===== src/rtl/run_recognizer_p_if.sv =====
// Line-cell bus between the board scanner (master) and run_recognizer_p (slave).
interface run_recognizer_p_if #(
    parameter int PIECE_W = 2,
    parameter int WIN_LEN = 4,
    parameter int POS_W   = 3
);
    localparam int RL_W = $clog2(WIN_LEN + 1);

    logic               clear;
    logic               in_valid;
    logic [PIECE_W-1:0] in;
    logic [PIECE_W-1:0] out;
    logic [RL_W-1:0]    run_len;
    logic               win_pulse;
    logic [POS_W-1:0]   win_pos;
    logic [PIECE_W-1:0] win_piece;

    modport master (
        output clear, in_valid, in,
        input  out, run_len, win_pulse, win_pos, win_piece
    );

    modport slave (
        input  clear, in_valid, in,
        output out, run_len, win_pulse, win_pos, win_piece
    );
endinterface


===== src/rtl/run_recognizer_p.sv =====
// Detects WIN_LEN consecutive identical non-empty pieces along a scanned line.
// Optional macro RUN_RECOGNIZER_STICKY_WIN_EN: win_piece/win_pos latch only the first win per line.
module run_recognizer_p #(
    parameter int PIECE_W = 2,
    parameter int WIN_LEN = 4,
    parameter int POS_W   = 3
) (
    input logic               next,
    input logic               reset,
    run_recognizer_p_if.slave bus
);
    localparam int RL_W = $clog2(WIN_LEN + 1);
    localparam logic [RL_W-1:0]  WIN_LEN_R = RL_W'(WIN_LEN);
    localparam logic [RL_W-1:0]  PRE_WIN_R = RL_W'(WIN_LEN - 1);
    localparam logic [POS_W-1:0] POS_MAX   = '1;

    logic [PIECE_W-1:0] cur_piece;
    logic [RL_W-1:0]    run_len;
    logic [POS_W-1:0]   pos;
    logic               win_pulse;
    logic [POS_W-1:0]   win_pos;

    logic [PIECE_W-1:0] base_piece;
    logic [RL_W-1:0]    base_len;
    logic [POS_W-1:0]   base_pos;
    logic [PIECE_W-1:0] nxt_piece;
    logic [RL_W-1:0]    nxt_len;
    logic [POS_W-1:0]   nxt_pos;
    logic               completes;

    // A clear makes the incoming sample the first cell of a fresh line.
    always_comb begin
        base_piece = bus.clear ? '0 : cur_piece;
        base_len   = bus.clear ? '0 : run_len;
        base_pos   = bus.clear ? '0 : pos;
        nxt_piece  = base_piece;
        nxt_len    = base_len;
        if (bus.in == '0) begin
            nxt_piece = '0;
            nxt_len   = '0;
        end else if (bus.in == base_piece) begin
            nxt_len = (base_len == WIN_LEN_R) ? WIN_LEN_R : base_len + 1'b1;
        end else begin
            nxt_piece = bus.in;
            nxt_len   = RL_W'(1);
        end
        nxt_pos   = (base_pos == POS_MAX) ? POS_MAX : base_pos + 1'b1;
        completes = bus.in_valid && (base_len == PRE_WIN_R) && (nxt_len == WIN_LEN_R);
    end

    assign bus.out       = (run_len == WIN_LEN_R) ? cur_piece : '0;
    assign bus.run_len   = run_len;
    assign bus.win_pulse = win_pulse;
    assign bus.win_pos   = win_pos;

`ifdef RUN_RECOGNIZER_STICKY_WIN_EN
    logic [PIECE_W-1:0] win_piece;
    logic               won;

    assign bus.win_piece = win_piece;

    always_ff @(posedge next) begin
        if (!reset) begin
            cur_piece <= '0;
            run_len   <= '0;
            pos       <= '0;
            win_pulse <= 1'b0;
            win_pos   <= '0;
            win_piece <= '0;
            won       <= 1'b0;
        end else if (bus.clear || bus.in_valid) begin
            if (bus.in_valid) begin
                cur_piece <= nxt_piece;
                run_len   <= nxt_len;
                pos       <= nxt_pos;
            end else begin
                cur_piece <= '0;
                run_len   <= '0;
                pos       <= '0;
            end
            win_pulse <= completes;
            if (bus.clear) begin
                win_piece <= '0;
                won       <= 1'b0;
            end else if (completes && !won) begin
                win_piece <= nxt_piece;
                win_pos   <= base_pos;
                won       <= 1'b1;
            end
        end else begin
            win_pulse <= 1'b0;
        end
    end
`else
    assign bus.win_piece = bus.out;

    always_ff @(posedge next) begin
        if (!reset) begin
            cur_piece <= '0;
            run_len   <= '0;
            pos       <= '0;
            win_pulse <= 1'b0;
            win_pos   <= '0;
        end else if (bus.clear || bus.in_valid) begin
            if (bus.in_valid) begin
                cur_piece <= nxt_piece;
                run_len   <= nxt_len;
                pos       <= nxt_pos;
            end else begin
                cur_piece <= '0;
                run_len   <= '0;
                pos       <= '0;
            end
            win_pulse <= completes;
            if (completes)
                win_pos <= base_pos;
        end else begin
            win_pulse <= 1'b0;
        end
    end
`endif
endmodule


===== src/flat_wrapper.sv =====
// flat-port wrapper written by rule: the top's interface ports become plain ports
module run_recognizer_p_flat 
#(
    parameter int PIECE_W = 2,
    parameter int WIN_LEN = 4,
    parameter int POS_W   = 3
)
  (next, reset, bus_clear, bus_in_valid, bus_in, bus_out, bus_run_len, bus_win_pulse, bus_win_pos, bus_win_piece);
  run_recognizer_p_if #(.PIECE_W(PIECE_W), .WIN_LEN(WIN_LEN), .POS_W(POS_W)) bus_i ();
  input logic next;
  input logic reset;
  input wire logic [$bits(bus_i.clear)-1:0] bus_clear;
  input wire logic [$bits(bus_i.in_valid)-1:0] bus_in_valid;
  input wire logic [$bits(bus_i.in)-1:0] bus_in;
  output wire logic [$bits(bus_i.out)-1:0] bus_out;
  output wire logic [$bits(bus_i.run_len)-1:0] bus_run_len;
  output wire logic [$bits(bus_i.win_pulse)-1:0] bus_win_pulse;
  output wire logic [$bits(bus_i.win_pos)-1:0] bus_win_pos;
  output wire logic [$bits(bus_i.win_piece)-1:0] bus_win_piece;
  assign bus_i.clear = bus_clear;
  assign bus_i.in_valid = bus_in_valid;
  assign bus_i.in = bus_in;
  assign bus_out = bus_i.out;
  assign bus_run_len = bus_i.run_len;
  assign bus_win_pulse = bus_i.win_pulse;
  assign bus_win_pos = bus_i.win_pos;
  assign bus_win_piece = bus_i.win_piece;
  run_recognizer_p #(.PIECE_W(PIECE_W), .WIN_LEN(WIN_LEN), .POS_W(POS_W)) u_core (.next(next), .reset(reset), .bus(bus_i));
endmodule

===== config.mk =====
export PLATFORM = sky130hd
export DESIGN_NAME = run_recognizer_p_flat
export DESIGN_NICKNAME = d
export VERILOG_FILES = /design/src/rtl/run_recognizer_p_if.sv /design/src/rtl/run_recognizer_p.sv /design/src/flat_wrapper.sv
export SDC_FILE = /design/constraint.sdc
export NUM_CORES = 1
export LEC_CHECK = 0
export BUFFER_PORTS_ARGS = -buffer_cell sky130_fd_sc_hd__buf_2
export CORE_MARGIN = 4
export CORE_UTILIZATION = 25
export DETAILED_ROUTE_END_ITERATION = 8
export GPL_TIMING_DRIVEN = 1
export HOLD_SLACK_MARGIN = 0.02
export PLACE_DENSITY_LB_ADDON = 0.2
export SYNTH_ARGS = -nofsm -noshare
export SYNTH_HDL_FRONTEND = slang
export SYNTH_SLANG_ARGS = --single-unit
export TNS_END_PERCENT = 5

===== constraint.sdc =====
create_clock -name next -period 2.7 [get_ports next]
set_input_delay 0.135 -clock next [delete_from_list [all_inputs] [get_ports next]]
set_output_delay 0.135 -clock next [all_outputs]
set_load 0.05 [all_outputs]

==> flow_summary.ini, run 1 <==
[worst_setup_path]
worstSetupEndpointType = flop
cp_max_fo = 6
critPathLaunch = u_core.bus.run_len[0]
critical_path_class = reg2reg
critical_path.reg2reg.endpoint = u_core.bus.win_pos[0]
critical_path_arrival_ps = 1930
crit-reg2reg-launch = u_core.bus.run_len[0]
required_time_of_the_critical_path_ps = 2850
r2r_slack_ps = 920
worstSetupStartpointType = flop
r2r.worst_path.cells = 8

[yosys]
syn-instance-count = 77
ys_seq_area_share_pct = 36.6
synth_area_um2 = 657
synthMuxAreaShare_pct = 0
synth-xor-area-share_pct = 1.33
largest_family_of_logic_cells_by_synthesized_area = simple AND/OR/NAND/NOR gates
synth.lib_cells_used.distinct = 28
synth-warning-count = 0
synth_fp_nets = 87
synth_area_per_cell_um2 = 8.53
synth_compound_gate_area_share_pct = 21.9
synth_adder_area_share_pct = 7.62
post_synth_and_or_nand_nor_area_fraction_pct = 26.7
ys_ff_latch = 12

[timing]
fin_tns_setup_ps = 0
timing.hold.ws_ps = 160
rsz0062_at_grt = no
max_slew.worst_pin.slew_ps = 307
max_slew_headroom_pct = 79.5
post-route-min-period_ps = 1780
final_setup_violation_count = 0
fin_crit_sh_pct = 66.0
finalHoldViolCount = 0
fmax_mhz = 561
worst_clock_skew_ps = 1.33
report.final.slew_viol_count = 0

[placed_design]
place_area_um2 = 753
dp_cells = 118
dp_hpwl_mm = 1.13
gp_routability_congestion = 0.726
buffer_ports.inserted = 16

[power_and_ir_drop]
power_mw = 0.329
reported_leakage_power_nw = 0.325
cellPowerDensity_mw_per_mm2 = 425
peak_vdd_ir_mv = 0.165

[clock_network]
postCtsHoldBufs = 0
resize_count_post_cts = 0
tritoncts = built
cts-htree-levels = 1
cts_root_buf = clkbuf_4
clk_latency_ps = 260
clkTransAtPathRegs_ps = 70
cts_buffer_depth = 2
cts_sinks = 12
post_cts.repair.setup_buffers = 0
cts_buffers = 3

[min_path]
hold_path.class = in2reg
worst_hold_path.endpoint = u_core.pos[1]
holdPathStages = 3
hold_start = reset

[die]
top_level_ports = 17
die_area_mm2 = 0.00351
die_y_um = 59.3
initial_util_pct = 26.3
core_area_mm2 = 0.00250
die-width_um = 59.3
placement_rows = 18

[detailed_routing]
wl_per_cell_um = 11.9
routed_via_density = 4.75
post-route-drc-count = 0
drt_first_pass_iters = 2
drt-initial-drc-count = 7
drt_wl_total_mm = 1.44
vias = 575
final_antenna_net_count = 0

[global_routing]
via_count_of_the_first_global_routing_pass = 538
grt_max_degree = 18
grt_first_pass_wirelength_mm = 2.44
grt_overflow = 0
initial_antenna_violation_count = 0
grt_use_total_pct = 9.21

[finish]
final-instance-count-excl-fill = 121
finish.instance_area_um2 = 776
syn_to_final_growth_pct = 18.1
nets = 103
antennaDiodeCount = 0
post_route_cells_drive_above_1_share_pct = 25.3

[flow_run]
timing.max_cap.violations = 0

[status]
status = completed
[worst max path at each step]
stage                       endpoint  slack [ps]  depth (start not counted)
6_report       u_core.bus.win_pos[0]         920                          8
5_1_grt        u_core.bus.win_pos[0]         780                          8
4_1_cts        u_core.bus.win_pos[0]         910                          8
3_5_place_dp   u_core.bus.win_pos[0]         890                          9
3_3_place_gp   u_core.bus.win_pos[2]         890                          9
2_1_floorplan       bus_win_piece[1]        -130                          2
[cell type report]
type | instances | area, um2
Timing Repair Buffer | 16 | 80.1
Multi-Input combinational cell | 57 | 384
Clock buffer | 3 | 22.5
Inverter | 3 | 11.3
Tap cell | 30 | 37.5
Fill cell | 283 | 1720
Sequential cell | 12 | 240
[worst max-delay path, cell delays in order, from the launching register on]
cell       delay [ps]
dfxtp_1           370
nand2b_1          160
inv_2              50
ha_1              170
ha_1              310
nor2b_1           160
o2111ai_1         170
o21ai_0           200
a21oi_1            80
[layer usage]
| layer | track usage, % | up-vias | share of wire, % |
|---|---|---|---|
| met4 | 5.83 | 0 | 1.7 |
| li1 | - | 307 | - |
| met3 | 1.31 | 2 | 2.5 |
| met5 | 0 | - | 0 |
| met1 | 11.7 | 259 | 46 |
| met2 | 14.5 | 7 | 50 |
[sequential cells by signal, indices dropped and copies added, names as in the netlist]
| register | cells |
|---|---|
| u_core.bus.run_len | 3 |
| u_core.bus.win_pos | 3 |
| u_core.pos | 3 |
| u_core.cur_piece | 2 |
| u_core.bus.win_pulse | 1 |
[power by group]
part | internal [mW] | switching [mW]
Combinational | 0.0142 | 0.0239
Clock | 0.0515 | 0.0550
Sequential | 0.181 | 0.00362
Total | 0.247 | 0.0825
[kinds of logic (layout without fill, tap and decap cells)]
| group | Yosys count | count (layout) |
|---|---|---|
| and+or+nand+nor | 29 | 29 |
| AOI/OAI and AO/OA | 23 | 23 |
| DFF | 12 | 12 |
| buffers and inverters | 8 | 22 |
| adders and majority gates | 4 | 4 |
| xor gates and xnor gates | 1 | 1 |
[metrics by stage]
stage          util, %  setup WS [ps]
2_1_floorplan        -           -135
3_3_place_gp      30.1            889
5_1_grt           31.0            784
4_1_cts           31.0            910
3_5_place_dp      30.1            888
6_report          31.0            919
[synth_stat cells, drive strengths merged]
| library cell | instances | share of area (%) |
|---|---|---|
| and4bb | 1 | 1.9 |
| nand3 | 4 | 3.0 |
| o211ai | 1 | 1.1 |
| nand2 | 1 | 0.57 |
| nor4bb | 2 | 3.0 |
| ha | 4 | 7.6 |
| nor2b | 5 | 4.8 |
| nand2b | 6 | 5.7 |
| inv | 3 | 1.7 |
| xnor2 | 1 | 1.3 |
| o2111ai | 1 | 1.3 |
| nor2 | 5 | 2.9 |
| o21ai | 6 | 4.6 |
| a31o | 1 | 1.3 |
| o32ai | 1 | 1.3 |
| buf | 3 | 3.0 |
| nor3 | 2 | 1.5 |
| clkbuf | 2 | 1.1 |
| a31oi | 2 | 2.9 |
| dfxtp | 12 | 37 |
| o2111a | 1 | 1.7 |
| and2 | 1 | 0.95 |
| a21oi | 10 | 7.6 |
| nor3b | 2 | 2.3 |
[cell usage in the layout (no fill, tap or decap), drive strengths merged]
| cell type | n |
|---|---|
| a21oi | 10 |
| a31o | 1 |
| a31oi | 2 |
| and2 | 1 |
| and4bb | 1 |
| buf | 16 |
| clkbuf | 3 |
| dfxtp | 12 |
| ha | 4 |
| inv | 3 |
| nand2 | 1 |
| nand2b | 6 |
| nand3 | 4 |
| nor2 | 5 |
| nor2b | 5 |
| nor3 | 2 |
| nor3b | 2 |
| nor4bb | 2 |
| o2111a | 1 |
| o2111ai | 1 |
| o211ai | 1 |
| o21ai | 6 |
| o32ai | 1 |
| xnor2 | 1 |
(Power assumes the default switching activity.)
==> run 2: changes to the inputs <==
==> constraint.sdc (replaced) <==
create_clock -name next -period 1.7 [get_ports next]
set_input_delay 0.085 -clock next [delete_from_list [all_inputs] [get_ports next]]
set_output_delay 0.085 -clock next [all_outputs]
set_load 0.05 [all_outputs]
==> flow_summary.ini, run 2 (synthesized netlist as in run 1, its figures left out) <==
[global_routing]
grt_first_pass_wirelength_mm = 2.53
grt_max_degree = 18
grt_use_total_pct = 10.0
grt_overflow = 0
initial_antenna_violation_count = 0
via_count_of_the_first_global_routing_pass = 569

[die]
die-width_um = 59.3
top_level_ports = 17
placement_rows = 18
die_area_mm2 = 0.00351
initial_util_pct = 26.3
die_y_um = 59.3
core_area_mm2 = 0.00250

[detailed_routing]
vias = 603
drt_wl_total_mm = 1.55
routed_via_density = 4.79
drt-initial-drc-count = 11
final_antenna_net_count = 0
post-route-drc-count = 0
drt_first_pass_iters = 2
wl_per_cell_um = 12.3

[worst_setup_path]
required_time_of_the_critical_path_ps = 1850
worstPathCellList = nand2b_1 -> inv_1 -> ha_1 -> ha_4 -> nor2b_4 -> o2111ai_2 -> o21ai_1 -> a21oi_1
cp_max_fo = 4
worst_path_max_delay_cell = dfxtp_2
critical_path_arrival_ps = 1720
worstSetupEndpointType = flop
r2r.worst_path.cells = 8
max_stage_delay_ps = 320
critical_path.reg2reg.endpoint = u_core.bus.win_pos[2]
crit-reg2reg-launch = u_core.bus.run_len[1]
worstSetupStartpointType = flop
critical_path_class = reg2reg
r2r_slack_ps = 130

[clock_network]
cts_buffer_depth = 2
tritoncts = built
clk_latency_ps = 270
cts_root_buf = clkbuf_4
cts_buffers = 3
clkTransAtPathRegs_ps = 80
cts-htree-levels = 1
postCtsHoldBufs = 0
cts_sinks = 12

[placed_design]
dp_hpwl_mm = 1.15
buffer_ports.inserted = 16
dp_slack_ps = 22.3
gp_routability_congestion = 0.647

[power_and_ir_drop]
reported_leakage_power_nw = 0.358
cellPowerDensity_mw_per_mm2 = 680
peak_vdd_ir_mv = 0.321

[finish]
nets = 107
leading_cell_type_in_the_layout_fill_and_taps_excluded = buf_2
post_route_cells_drive_above_1_share_pct = 37.5
antennaDiodeCount = 0
final.fill_count = 270
top_regs = u_core.bus.run_len: 3 flops, u_core.bus.win_pos: 3 flops, u_core.pos: 3 flops
highest_count_cells_in_the_layout_ignoring_fill_and_taps = buf_2 (16), a21oi_1 (10), dfxtp_1 (9)
syn_to_final_growth_pct = 33.3

[min_path]
hold_start = reset
worst_hold_path.endpoint = u_core.pos[1]
hold_path.class = in2reg
holdPathStages = 3

[timing]
post-route-min-period_ps = 1570
max_slew_headroom_pct = 80.5
report.final.slew_viol_count = 0
post-route-worst-setup-slack_ps = 134
worst_clock_skew_ps = 8.32
timing.hold.ws_ps = 93.3
fmax_mhz = 639
fin_crit_sh_pct = 92.1
max_slew.worst_pin.slew_ps = 293
final_setup_violation_count = 0
finalHoldViolCount = 0

[status]
status = completed

[flow_run]
timing.max_cap.violations = 0
[run 2: cell count changes in the layout (fill, tap and decap cells not counted), sizes merged]
cell / before / now
buf: 16 / 20
clkbuf: 3 / 4
[run 2: area by class of cell]
class                   instances  area, um2  area share [%]
inverters                       3       11.3            1.29
clock buffers                   4       36.3            4.14
repair buffers                 20        110            12.6
flip-flops and latches         12        244            27.9
multi-input cells              57        437            49.9
well taps                      30       37.5            4.29
[run 2: critical path, delay by kind of cell, from the launching register on]
kind	cells	cell delay [ps]
buf+inv	1	50
fa+ha+maj	2	450
flops	1	320
simple gates	2	200
compound gates	3	420
[run 2: repair_timing]
action / 4_1_cts / 5_1_grt
setup endpoints to repair: 0 / 3
gates resized for setup: 0 / 8
buffers inserted: 0 / 0
[run 2: how the worst max path moves through the flow]
| stage | from | end | slack [ps] | depth (start not counted) |
|---|---|---|---|---|
| 6_report | u_core.bus.run_len[1] | u_core.bus.win_pos[2] | 130 | 8 |
| 3_3_place_gp | u_core.bus.run_len[1] | u_core.bus.win_pos[0] | 50 | 8 |
| 3_5_place_dp | u_core.bus.run_len[1] | u_core.bus.win_pos[0] | 20 | 8 |
| 2_1_floorplan | u_core.bus.run_len[0] | u_core.bus.win_pos[0] | -70 | 8 |
| 4_1_cts | u_core.bus.run_len[1] | u_core.bus.win_pos[0] | 2 | 8 |
| 5_1_grt | u_core.bus.run_len[1] | u_core.bus.win_pos[2] | -6 | 8 |
[run 2: power by group]
group / leakage [nW] / total (mW) / internal (mW) / switching [mW]
registers: 0.0991 / 0.292 / 0.288 / 0.00431
logic: 0.238 / 0.0735 / 0.0297 / 0.0438
clock network: 0.0210 / 0.230 / 0.130 / 0.0997
total: 0.358 / 0.596 / 0.448 / 0.148
[run 2: routing by layer]
metal  vias up  GRT usage, %  routed length (um)
met3         4          2.61                  78
met4         0          5.83                  31
met5         -             0                   0
met2        13          15.3                 703
met1       272          12.6                 733
li1        314             -                   -
[run 2: through the flow]
stage	std cells	power (mW)	setup TNS [ps]	instance area (um2)	utilization, %
2_1_floorplan	77	0.345	-207	691	-
3_3_place_gp	122	0.370	0	811	32.4
3_5_place_dp	122	0.371	0	811	32.4
4_1_cts	126	0.605	0	847	33.9
5_1_grt	126	0.629	-7.29	876	35.0
6_report	126	0.596	0	876	35.0
